===== src/rtl/serial_frame_rx.sv =====
// Serial frame receiver: start bit, MSB-first payload, optional even parity
// (macro SERIAL_FRAME_RX_PARITY_EN), one-cycle gap, valid/ready holding register.
module serial_frame_rx #(
  parameter int DATA_BITS = 40,
  parameter int CNT_W     = 16
) (
  input  logic                 clk,
  input  logic                 rst,
  input  logic                 si,
  output logic [DATA_BITS-1:0] out_data,
  output logic                 out_valid,
  input  logic                 out_ready,
  output logic                 overrun,
  output logic                 parity_err,
  output logic [CNT_W-1:0]     frame_cnt
);

  localparam int BC_W = (DATA_BITS > 2) ? $clog2(DATA_BITS) : 1;
  localparam logic [BC_W-1:0] LAST_BIT = BC_W'(DATA_BITS - 1);

`ifdef SERIAL_FRAME_RX_PARITY_EN
  typedef enum logic [1:0] {IDLE = 2'd0, SHIFT = 2'd1, PAR = 2'd2, GAP = 2'd3} state_t;

  // Even parity: payload plus parity bit must XOR to zero.
  function automatic logic even_parity_ok(input logic [DATA_BITS-1:0] d, input logic p);
    return ~((^d) ^ p);
  endfunction
`else
  typedef enum logic [1:0] {IDLE = 2'd0, SHIFT = 2'd1, GAP = 2'd3} state_t;
`endif

  state_t                 state_r;
  logic [BC_W-1:0]        bit_cnt_r;
  logic [DATA_BITS-1:0]   shift_r;

  logic                   commit_s;
  logic                   par_ok_s;
  logic [DATA_BITS-1:0]   payload_s;
  logic                   load_s;
  logic                   drop_s;
`ifdef SERIAL_FRAME_RX_PARITY_EN
  logic                   perr_s;
`endif

  // Commit decode: which edge completes a frame and what happens to it.
  always_comb begin
    commit_s  = 1'b0;
    par_ok_s  = 1'b1;
    payload_s = {DATA_BITS{1'b0}};
`ifdef SERIAL_FRAME_RX_PARITY_EN
    payload_s = shift_r;
    if (state_r == PAR) begin
      commit_s = 1'b1;
      par_ok_s = even_parity_ok(shift_r, si);
    end else begin
      commit_s = 1'b0;
      par_ok_s = 1'b1;
    end
    perr_s = commit_s && !par_ok_s;
`else
    // The last data bit is taken straight from the line on the commit edge.
    payload_s = {shift_r[DATA_BITS-2:0], si};
    if ((state_r == SHIFT) && (bit_cnt_r == LAST_BIT)) begin
      commit_s = 1'b1;
    end else begin
      commit_s = 1'b0;
    end
`endif
    if (commit_s && par_ok_s) begin
      load_s = !out_valid || out_ready;
      drop_s = out_valid && !out_ready;
    end else begin
      load_s = 1'b0;
      drop_s = 1'b0;
    end
  end

  // Frame FSM, holding register, counter and status pulses.
  always_ff @(posedge clk) begin
    if (rst) begin
      state_r   <= IDLE;
      bit_cnt_r <= {BC_W{1'b0}};
      shift_r   <= {DATA_BITS{1'b0}};
      out_data  <= {DATA_BITS{1'b0}};
      out_valid <= 1'b0;
      overrun   <= 1'b0;
      frame_cnt <= {CNT_W{1'b0}};
`ifdef SERIAL_FRAME_RX_PARITY_EN
      parity_err <= 1'b0;
`endif
    end else begin
      overrun <= drop_s;
`ifdef SERIAL_FRAME_RX_PARITY_EN
      parity_err <= perr_s;
`endif
      if (load_s) begin
        out_data  <= payload_s;
        frame_cnt <= frame_cnt + CNT_W'(1);
        out_valid <= 1'b1;
      end else if (out_valid && out_ready) begin
        out_valid <= 1'b0;
      end

      case (state_r)
        IDLE: begin
          if (si) begin
            bit_cnt_r <= {BC_W{1'b0}};
            state_r   <= SHIFT;
          end
        end
        SHIFT: begin
          shift_r   <= {shift_r[DATA_BITS-2:0], si};
          bit_cnt_r <= bit_cnt_r + BC_W'(1);
          if (bit_cnt_r == LAST_BIT) begin
`ifdef SERIAL_FRAME_RX_PARITY_EN
            state_r <= PAR;
`else
            state_r <= GAP;
`endif
          end
        end
`ifdef SERIAL_FRAME_RX_PARITY_EN
        PAR:     state_r <= GAP;
`endif
        GAP:     state_r <= IDLE;
        default: state_r <= IDLE;
      endcase
    end
  end

`ifndef SERIAL_FRAME_RX_PARITY_EN
  assign parity_err = 1'b0;
`endif

endmodule


===== config.mk =====
export PLATFORM = sky130hd
export DESIGN_NAME = serial_frame_rx
export DESIGN_NICKNAME = d
export VERILOG_FILES = /design/src/rtl/serial_frame_rx.sv
export SDC_FILE = /design/constraint.sdc
export NUM_CORES = 1
export LEC_CHECK = 0
export ABC_AREA = 1
export CAP_MARGIN = 20
export CORE_MARGIN = 1.5
export CORE_UTILIZATION = 45
export DETAILED_ROUTE_END_ITERATION = 10
export PLACE_DENSITY_LB_ADDON = 0.08
export SETUP_SLACK_MARGIN = 0.3
export SYNTH_ARGS = -nofsm -noshare
export SYNTH_HDL_FRONTEND = slang
export SYNTH_SLANG_ARGS = --single-unit

===== constraint.sdc =====
create_clock -name clk -period 1.8 [get_ports clk]
set_input_delay 0.36 -clock clk [delete_from_list [all_inputs] [get_ports clk]]
set_output_delay 0.36 -clock clk [all_outputs]
set_load 0.05 [all_outputs]

==> results of run 1 <==
==> report_power, final <==
part | total [mW] | internal [mW] | switching, mW
clock network | 1.39 | 0.559 | 0.831
registers | 2.44 | 2.39 | 0.0507
logic | 0.206 | 0.0683 | 0.138
==> registers in the layout (all words and copies together), names as in the netlist <==
signal     flops
out_data      40
shift_r       39
frame_cnt     16
bit_cnt_r      6
state_r        2
out_valid      1
overrun        1
==> cell families after synthesis <==
group	share of synthesized area, %
AOI/OAI and AO/OA	12.2
buffers and inverters	6.95
and+or+nand+nor	27.6
other	0.0921
adders and majority gates	0.615
xor gates and xnor gates	0.861
DFF	51.6
==> layer usage <==
metal,vias up,GRT usage [%],wire length [um]
met4,0,8.02,146
met5,-,0,0
met3,12,3.08,364
met2,66,32.2,4620
met1,1698,25.4,4690
li1,1897,-,-
==> synthesized netlist by cell type <==
master    instances
a21oi_1          55
buf_1             1
buf_2             4
buf_4             1
buf_6             7
clkbuf_1         20
conb_1            1
dfxtp_1         105
ha_1              2
inv_1            25
inv_2             1
nand2_1         144
nand2_2           1
nand3_1          19
nand3_2           1
nand3b_1          2
nand4_1           2
nor2_1          111
nor2_2            1
nor2_4            1
nor3_1            2
o21ai_0          43
o21bai_1          1
xor2_1            4
==> worst paths after layout <==
path	from	to	depth (start not counted)
worst max-delay path	bit_cnt_r[1]	frame_cnt[5]	10
worst min-delay path	out_data[12]	out_data[12]	2
worst max register to register	bit_cnt_r[1]	frame_cnt[5]	10
worst min register to register	out_data[12]	out_data[12]	2
==> repair_timing <==
| item | CTS | global route |
|---|---|---|
| gates cloned | 4 | 6 |
| resized for setup | 12 | 47 |
| buffers inserted | 8 | 4 |
| hold buffers | 0 | 0 |
| pin swaps | 2 | 31 |
| setup endpoints to repair | 81 | 96 |
==> cell type report <==
cell class / count / area, um^2 / area share (%)
clock buffers: 10 / 138 / 2.57
clock inverters: 6 / 47.5 / 0.887
flip-flops and latches: 105 / 2120 / 39.5
inverters: 26 / 100 / 1.87
repair buffers: 95 / 963 / 18.0
well taps: 108 / 135 / 2.52
multi-input cells: 390 / 1860 / 34.7
==> metrics by stage <==
stage               setup slack, ns  hold WS (ns)  total power [mW]  instance area (um^2)  utilization, %
global route                  0.173         0.473              4.20                  5360            61.2
finish                        0.268         0.465              4.04                  5360            61.2
global placement              0.159         0.448              2.68                  4630            52.8
CTS                           0.239         0.458              4.06                  5030            57.4
detailed placement            0.108         0.453              2.69                  4630            52.8
floorplan                     0.287         0.440              2.63                  4090               -
==> critical path: stages (launching register included) <==
cell,delay (ns)
dfxtp_2,0.37
ha_4,0.15
nand2_4,0.06
nor2_4,0.10
nand3_4,0.09
nor2_4,0.15
buf_6,0.13
buf_12,0.13
clkbuf_16,0.15
nand2_1,0.05
a21oi_1,0.11
==> metrics.yaml, run 1 <==
global_route:
  grt_max_degree: 47
  first_global_vias: 3297
  grt_overflow_total: 0
  grt_use_total_pct: 19.5
  antenna_found_initial: 0
  grt_pass1_wl_um: 15400
floorplan:
  die_height_um: 98.1
  design.core.area_um2: 8760
  fp-row-count: 34
  initial_core_util_pct: 46.4
  design.portCount: 63
  fp.dieW_um: 98.1
  die_area_um2: 9620
placed_design:
  dp_hpwl_um: 5380
  dp.cells: 702
  gp_congestion: 0.816
  place.port_buffers: 61
clock_tree:
  ctsLongestPathBuffers: 2
  worst_skew_pair.late_latency_ns: 0.37
  clkSlewWorstSetupHoldPaths_ns: 0.11
  root_buffer: "clkbuf_8"
  cts_tree: "yes"
  cts_sinks: 105
  numCtsBuffers: 9
  htree_levels: 3
setup_path:
  cp.arrival_ns: 1.84
  critPathMaxFanout: 4
  r2r_setup_slack_ns: 0.27
  startpoint_type: "flip-flop"
  critPathRequiredTime_ns: 2.11
  path_class: "flip-flop to flip-flop"
  critPathCaptureType: "flip-flop"
cells_and_area:
  final_cell_mix: "nand2_1 (130), nor2_1 (107), dfxtp_1 (96)"
  num-nets-final: 633
  nFillCells: 770
  antenna_cells: 0
  syn2layout_area_growth_pct: 31.7
  drive_gt1_share_pct: 24.8
  final_common_cell: "nand2_1"
  fin_cells: 740
status:
  status: "finished, final reports clean"
logic_synthesis:
  synth_cell_type_count: 24
  syn_area_um2: 4070
  syn_area_per_cell_um2: 7.35
  synth.area.top_cells: "dfxtp_1 (52%), nand2_1 (13%), nor2_1 (10%), a21oi_1 (6.8%), o21ai_0 (5.3%)"
  synth_top_area_share_pct: 51.6
  ys_ff_latch: 105
  syn_nets: 560
  synth_cells: 554
  synth_area_leader_cell: "dfxtp_1"
  ys_warn_count: 0
  ys_seq_area_share_pct: 51.6
power:
  peakVddDrop_mv: 0.463
  cellLeakagePower_nw: 2.27
  power_density_nw_per_um2: 753
sta:
  hold_violations: 0
  fmax_ghz: 0.653
  maxSlewViolCount: 0
  setup_viol: 0
  fin_tns_setup_ns: 0
  post-route-min-period_ns: 1.53
  clock_skew_ns: 0.0199
  period_share_pct: 85.1
  rsz0062_at_grt: "yes"
min_path:
  hold_path.class: "flip-flop to flip-flop"
drt:
  drt_iter0_drc: 194
  postRouteWirelength_um: 9820
  vias: 3673
  avgRoutedWirePerCell_um: 13.3
  viasPerCell: 4.96
  drcViolationCount: 0
  drt_pre_antenna_iters: 4
  ant_nets: 0
flow_run:
  cap_violations: 0
(Power assumes the default switching activity.)
==> inputs of run 2 (changes only) <==
- ABC_AREA: 1 -> not set
- CTS_CLUSTER_SIZE: not set -> 10
- SKIP_LAST_GASP: not set -> 1
==> metrics.yaml, run 2 <==
setup_path:
  critPathRequiredTime_ns: 2.08  # -0.03 ns
  cpMaxStageDelayCell: "or4_1"
  reg2reg_depth: 5  # -5
  timing.critical_path.slowest_cell_delay_ns: 0.50  # +0.13 ns
  startpoint_type: "flip-flop"
  critPathCaptureType: "flip-flop"
  path_class: "flip-flop to flip-flop"
  cp.arrival_ns: 1.97  # +0.13 ns
  critPathMaxFanout: 8  # +4
  r2r_setup_slack_ns: 0.11  # -0.16 ns
  crit_chain: "ha_4, and4b_2, nand4_4, or4_1, a21oi_1"
  r2r_start: "bit_cnt_r[0]"
  r2r-end: "frame_cnt[11]"
floorplan:
  design.portCount: 63  # unchanged
  fp-row-count: 33  # -2.9%
  die_height_um: 96.2  # -1.9%
  initial_core_util_pct: 47.1  # +0.68 points
  fp.dieW_um: 96.2  # -1.9%
  design.core.area_um2: 8300  # -5.3%
  die_area_um2: 9260  # -3.8%
drt:
  ant_nets: 0  # unchanged
  viasPerCell: 5.09  # +2.5%
  postRouteWirelength_um: 8440  # -14%
  vias: 3347  # -8.9%
  avgRoutedWirePerCell_um: 12.8  # -3.4%
  drt_pre_antenna_iters: 4  # unchanged
  drt_iter0_drc: 111  # -43%
  drcViolationCount: 0  # unchanged
cells_and_area:
  final_common_cell: "nand2_1"
  fin_cells: 658  # -11%
  final_cell_mix: "nand2_1 (167), a21oi_1 (92), dfxtp_1 (88)"
  reg_top3: "out_data x40, shift_r x39, frame_cnt x16"
  syn2layout_area_growth_pct: 26.7
  drive_gt1_share_pct: 25.1  # +0.29 points
  num-nets-final: 555  # -12%
  largest_reg_flops: 40  # unchanged
  regMostFlops: "out_data"
  antenna_cells: 0  # unchanged
logic_synthesis:
  synth_cell_type_count: 36  # +50%
  async_reset_ff_share_pct: 0  # unchanged
  synth_area_leader_cell: "dfxtp_1"
  ys_seq_area_share_pct: 53.7  # +2.1 points
  yosysMostFrequentCell: "nand2_1"
  syn_nets: 488  # -13%
  ys_warn_count: 0  # unchanged
  syn_area_per_cell_um2: 8.11  # +10%
  syn_area_um2: 3910  # -3.9%
  synth.area.top_cells: "dfxtp_1 (54%), nand2_1 (16%), a21oi_1 (12%), clkbuf_1 (1.9%), nor2_1 (1.3%)"
  synth_top_area_share_pct: 53.7  # +2.1 points
  synth-edff-count: 0  # unchanged
  ys_ff_latch: 105  # unchanged
  synth_ff_type: "dfxtp_1"
  synth_common_cells: "nand2_1 (169), dfxtp_1 (105), a21oi_1 (95), clkbuf_1 (20), nor2_1 (14)"
  synth_cells: 482  # -13%
global_route:
  grt_max_degree: 33  # -30%
  grt_pass1_wl_um: 13800  # -11%
  antenna_found_initial: 0  # unchanged
  grt_overflow_total: 0  # unchanged
  grt_use_total_pct: 19.1  # -0.41 points
  first_global_vias: 3050  # -7.5%
placed_design:
  dp_hpwl_um: 5500  # +2.3%
  gp_congestion: 0.837  # +2.6%
  place.port_buffers: 61  # unchanged
  dp.cells: 634  # -9.7%
flow_run:
  cap_violations: 0  # unchanged
clock_tree:
  htree_levels: 3  # unchanged
  ctsLongestPathBuffers: 2  # unchanged
  numCtsBuffers: 9  # unchanged
  worst_skew_pair.late_latency_ns: 0.35  # -0.02 ns
  cts_sinks: 105  # unchanged
  root_buffer: "clkbuf_8"
  clkSlewWorstSetupHoldPaths_ns: 0.09  # -0.02 ns
  cts_tree: "yes"
power:
  cellLeakagePower_nw: 1.75  # -23%
  p_total_mw: 3.82  # -5.5%
  peakVddDrop_mv: 0.652  # +41%
  power_density_nw_per_um2: 770  # +2.2%
min_path:
  hold_path.class: "input pin to flip-flop"
  min_path_cells: 2  # unchanged
  min_to: "bit_cnt_r[4]"
  hp-start: "rst"
sta:
  fin_tns_setup_ns: 0  # unchanged
  clock_skew_ns: 0.0125  # -0.00744 ns
  setup_viol: 0  # unchanged
  period_share_pct: 94.0  # +8.9 points
  hold_violations: 0  # unchanged
  rsz0062_at_grt: "yes"
  post-route-min-period_ns: 1.69  # +0.160 ns
  fmax_ghz: 0.591  # -9.4%
  maxSlewViolCount: 0  # unchanged
status:
  status: "finished, final reports clean"
==> run 2: cell count changes after synthesis, sizes merged, moves of 12 or more <==
cell,before,now
inv,26,0
nor2,113,14
a21oi,55,95
nand2,145,169
nand3,20,8
o21ai,43,6
==> run 2: how the worst max path moves through the flow <==
stage / startpoint / slack, ns / end
finish: bit_cnt_r[0] / 0.11 / frame_cnt[11]
detailed placement: out_ready / -0.18 / frame_cnt[11]
global route: bit_cnt_r[0] / 0.04 / frame_cnt[11]
global placement: out_ready / -0.14 / frame_cnt[13]
CTS: bit_cnt_r[0] / 0.13 / frame_cnt[11]
floorplan: bit_cnt_r[1] / 0.19 / frame_cnt[6]
==> run 2: layout make-up <==
type	count	area (um^2)
Multi-Input combinational cell	343	1740
Tap cell	105	131
Clock inverter	3	43.8
Timing Repair Buffer	90	749
Fill cell	743	3340
Sequential cell	105	2160
Clock buffer	12	135
==> run 2: metrics by stage <==
step,hold slack [ns],worst slack (ns),area (um^2),utilization (%)
3_5_place_dp,0.447,-0.177,4640,55.9
2_1_floorplan,0.432,0.187,4010,-
4_1_cts,0.413,0.128,4910,59.1
6_report,0.425,0.108,4960,59.7
5_1_grt,0.433,0.0396,4960,59.7
3_3_place_gp,0.443,-0.142,4640,55.9
==> run 2: layer usage <==
layer  vias to the layer above  global-route usage [%]  part of all wire, %  wire [um]
li1                       1740                       -                    -          -
met1                      1541                    24.2                   46       3880
met2                        56                    32.3                   49       4130
met3                        10                    3.71                  3.7        316
met4                         0                    6.25                  1.4        116
met5                         -                       0                    0          0
==> run 2: where the power goes <==
part           switching [mW]  internal, mW  leakage [nW]  total (mW)
Sequential            0.00544          2.31         0.858        2.31
Clock                   0.732         0.640        0.0870        1.37
Combinational          0.0934        0.0369         0.806       0.130
Total                   0.831          2.99          1.75        3.82
==> run 2: cell families (layout without fill, tap and decap cells) <==
group	after synthesis	in the layout	share of synthesized area (%)
AOI/OAI and AO/OA	114	114	15.5
xor gates and xnor gates	3	3	0.672
adders and majority gates	2	2	0.640
buffers and inverters	34	105	3.97
DFF	105	105	53.7
muxes	3	3	0.864
other	1	1	0.0959
and+or+nand+nor	220	220	24.5
==> run 2: critical path, delay by kind of cell (launching register included) <==
family | cells | cell delay [ns]
AO/OA/AOI/OAI | 1 | 0.16
flip-flops | 1 | 0.38
adder cells (fa/ha/maj) | 1 | 0.12
AND/OR/NAND/NOR | 3 | 0.96
==> run 2: timing repair <==
item                                    in CTS  in global routing
endpoints found under the setup margin      54                 53
pin swaps                                   11                  4
gates resized for setup                     13                  8
buffers inserted                             7                  2
hold buffers                                 0                  0
==> inputs of run 3 (changes only) <==
- clock period: 1.8 -> 1.7 ns (I/O delays scaled with it)
==> metrics.yaml, run 3 (same netlist as run 2, synthesis figures left out) <==
sta:
  maxSlewViolCount: 0  # unchanged
  rsz0062_at_grt: "yes"
  post-route-min-period_ns: 1.70  # +0.00343 ns
  fin_tns_setup_ns: 0  # unchanged
  finalWorstSetupSlack_ns: 0.00433  # -0.103 ns
  hold_violations: 0  # unchanged
  holdWs_ns: 0.410  # -0.0154 ns
  clock_skew_ns: 0.0160  # +0.00348 ns
  setup_viol: 0  # unchanged
  fmax_ghz: 0.590  # -0.20%
  period_share_pct: 99.7  # +5.7 points
drt:
  drt_pre_antenna_iters: 4  # unchanged
  ant_nets: 0  # unchanged
  drt_iter0_drc: 190  # +71%
  viasPerCell: 5.23  # +2.8%
  vias: 3476  # +3.9%
  postRouteWirelength_um: 8680  # +2.8%
  avgRoutedWirePerCell_um: 13.0  # +1.7%
  drcViolationCount: 0  # unchanged
setup_path:
  reg2reg_depth: 6  # +1
  startpoint_type: "flip-flop"
  path_class: "flip-flop to flip-flop"
  critPathRequiredTime_ns: 2.00  # -0.08 ns
  cp.arrival_ns: 1.99  # +0.02 ns
  critPathCaptureType: "flip-flop"
  r2r_start: "bit_cnt_r[1]"
  r2r_setup_slack_ns: 0.004  # -0.10 ns
  critPathMaxFanout: 7  # -1
  r2r-end: "frame_cnt[11]"
cells_and_area:
  drive_gt1_share_pct: 26.8  # +1.7 points
  final_common_cell: "nand2_1"
  antenna_cells: 0  # unchanged
  num-nets-final: 561  # +1.1%
  final_core_util_pct: 61.2  # +1.5 points
  final_cell_area_um2: 5080  # +2.5%
  fin_cells: 665  # +1.1%
  syn2layout_area_growth_pct: 29.9
  final_cell_mix: "nand2_1 (167), a21oi_1 (91), dfxtp_1 (86)"
  largest_reg_flops: 40  # unchanged
  reg_top3: "out_data x40, shift_r x39, frame_cnt x16"
  regMostFlops: "out_data"
min_path:
  hp-start: "rst"
  min_path_cells: 2  # unchanged
  hold_path.class: "input pin to flip-flop"
  min_to: "state_r[0]"
status:
  status: "finished, final reports clean"
placed_design:
  dp_hpwl_um: 5650  # +2.7%
  gp_congestion: 0.792  # -5.4%
  dp.cells: 638  # +0.63%
  placed_cell_area_um2: 4690  # +1.0%
  place.port_buffers: 61  # unchanged
  place_ws_ns: -0.274  # -0.0968 ns
global_route:
  antenna_found_initial: 0  # unchanged
  grt_overflow_total: 0  # unchanged
  grt_pass1_wl_um: 14500  # +5.2%
  grt_use_total_pct: 20.1  # +1.1 points
  grt_max_degree: 41  # +24%
  first_global_vias: 3161  # +3.6%
flow_run:
  cap_violations: 0  # unchanged
clock_tree:
  ctsLongestPathBuffers: 2  # unchanged
  clkSlewWorstSetupHoldPaths_ns: 0.10  # about the same
  htree_levels: 3  # unchanged
  root_buffer: "clkbuf_8"
  cts_sinks: 105  # unchanged
  worst_skew_pair.late_latency_ns: 0.37  # +0.02 ns
  numCtsBuffers: 9  # unchanged
  cts_tree: "yes"
power:
  peakVddDrop_mv: 0.429  # -34%
  power_density_nw_per_um2: 841  # +9.2%
  cellLeakagePower_nw: 1.83  # +4.6%
  p_total_mw: 4.27  # +12%
floorplan:
  die_area_um2: 9260  # unchanged
  fp-row-count: 33  # unchanged
  initial_core_util_pct: 47.1  # unchanged
  design.core.area_um2: 8300  # unchanged
  design.portCount: 63  # unchanged
  fp.dieW_um: 96.2  # unchanged
  die_height_um: 96.2  # unchanged
run 3: changes by cell type in the layout (fill, tap and decap cells not counted), sizes merged:
| cell | previous run | this run |
|---|---|---|
| buf | 88 | 93 |
| clkinv | 0 | 2 |
| clkbuf | 12 | 11 |
| nand4 | 4 | 5 |
run 3: layout make-up:
| cell class | count | area, um^2 |
|---|---|---|
| clock buffers | 11 | 163 |
| clock inverters | 5 | 60.1 |
| fillers | 751 | 3220 |
| multi-input cells | 344 | 1760 |
| flip-flops and latches | 105 | 2150 |
| well taps | 105 | 131 |
| repair buffers | 95 | 815 |
run 3: worst max path at each step:
stage                            start             to  slack, ns  cells past startpoint
after detailed placement     out_ready  frame_cnt[13]      -0.27                      5
after global placement       out_ready  frame_cnt[13]      -0.23                      5
after global routing      bit_cnt_r[1]  frame_cnt[11]      -0.06                      6
after floorplan           bit_cnt_r[1]   frame_cnt[6]       0.09                      6
final                     bit_cnt_r[1]  frame_cnt[11]      0.004                      6
after CTS                 bit_cnt_r[1]  frame_cnt[11]       0.01                      6
run 3: what timing repair did:
action                     4_1_cts  5_1_grt
buffers inserted                 8        2
hold buffers                     0        0
pin swaps                        4       10
setup endpoints to repair       57       59
gates resized for setup          4       19
cloned                           1        0
run 3: power by group:
part | internal, mW | leakage, nW | total, mW | switching [mW]
combinational | 0.0543 | 0.862 | 0.160 | 0.106
sequential | 2.45 | 0.859 | 2.45 | 0.00506
clock | 0.816 | 0.111 | 1.66 | 0.845
total | 3.32 | 1.83 | 4.27 | 0.956
run 3: per-layer routing:
layer  vias up  track usage (%)  wire [um]
met2        62             34.9       4310
met1      1642             24.5       3900
met5         -                0          0
li1       1761                -          -
met3        11             3.55        323
met4         0             8.09        139
run 3: worst max-delay path, stage by stage (launching register included):
cell	delay [ns]
dfxtp_2	0.37
ha_4	0.13
and4b_1	0.21
buf_6	0.14
nand4_4	0.14
or4_1	0.53
a21oi_1	0.12
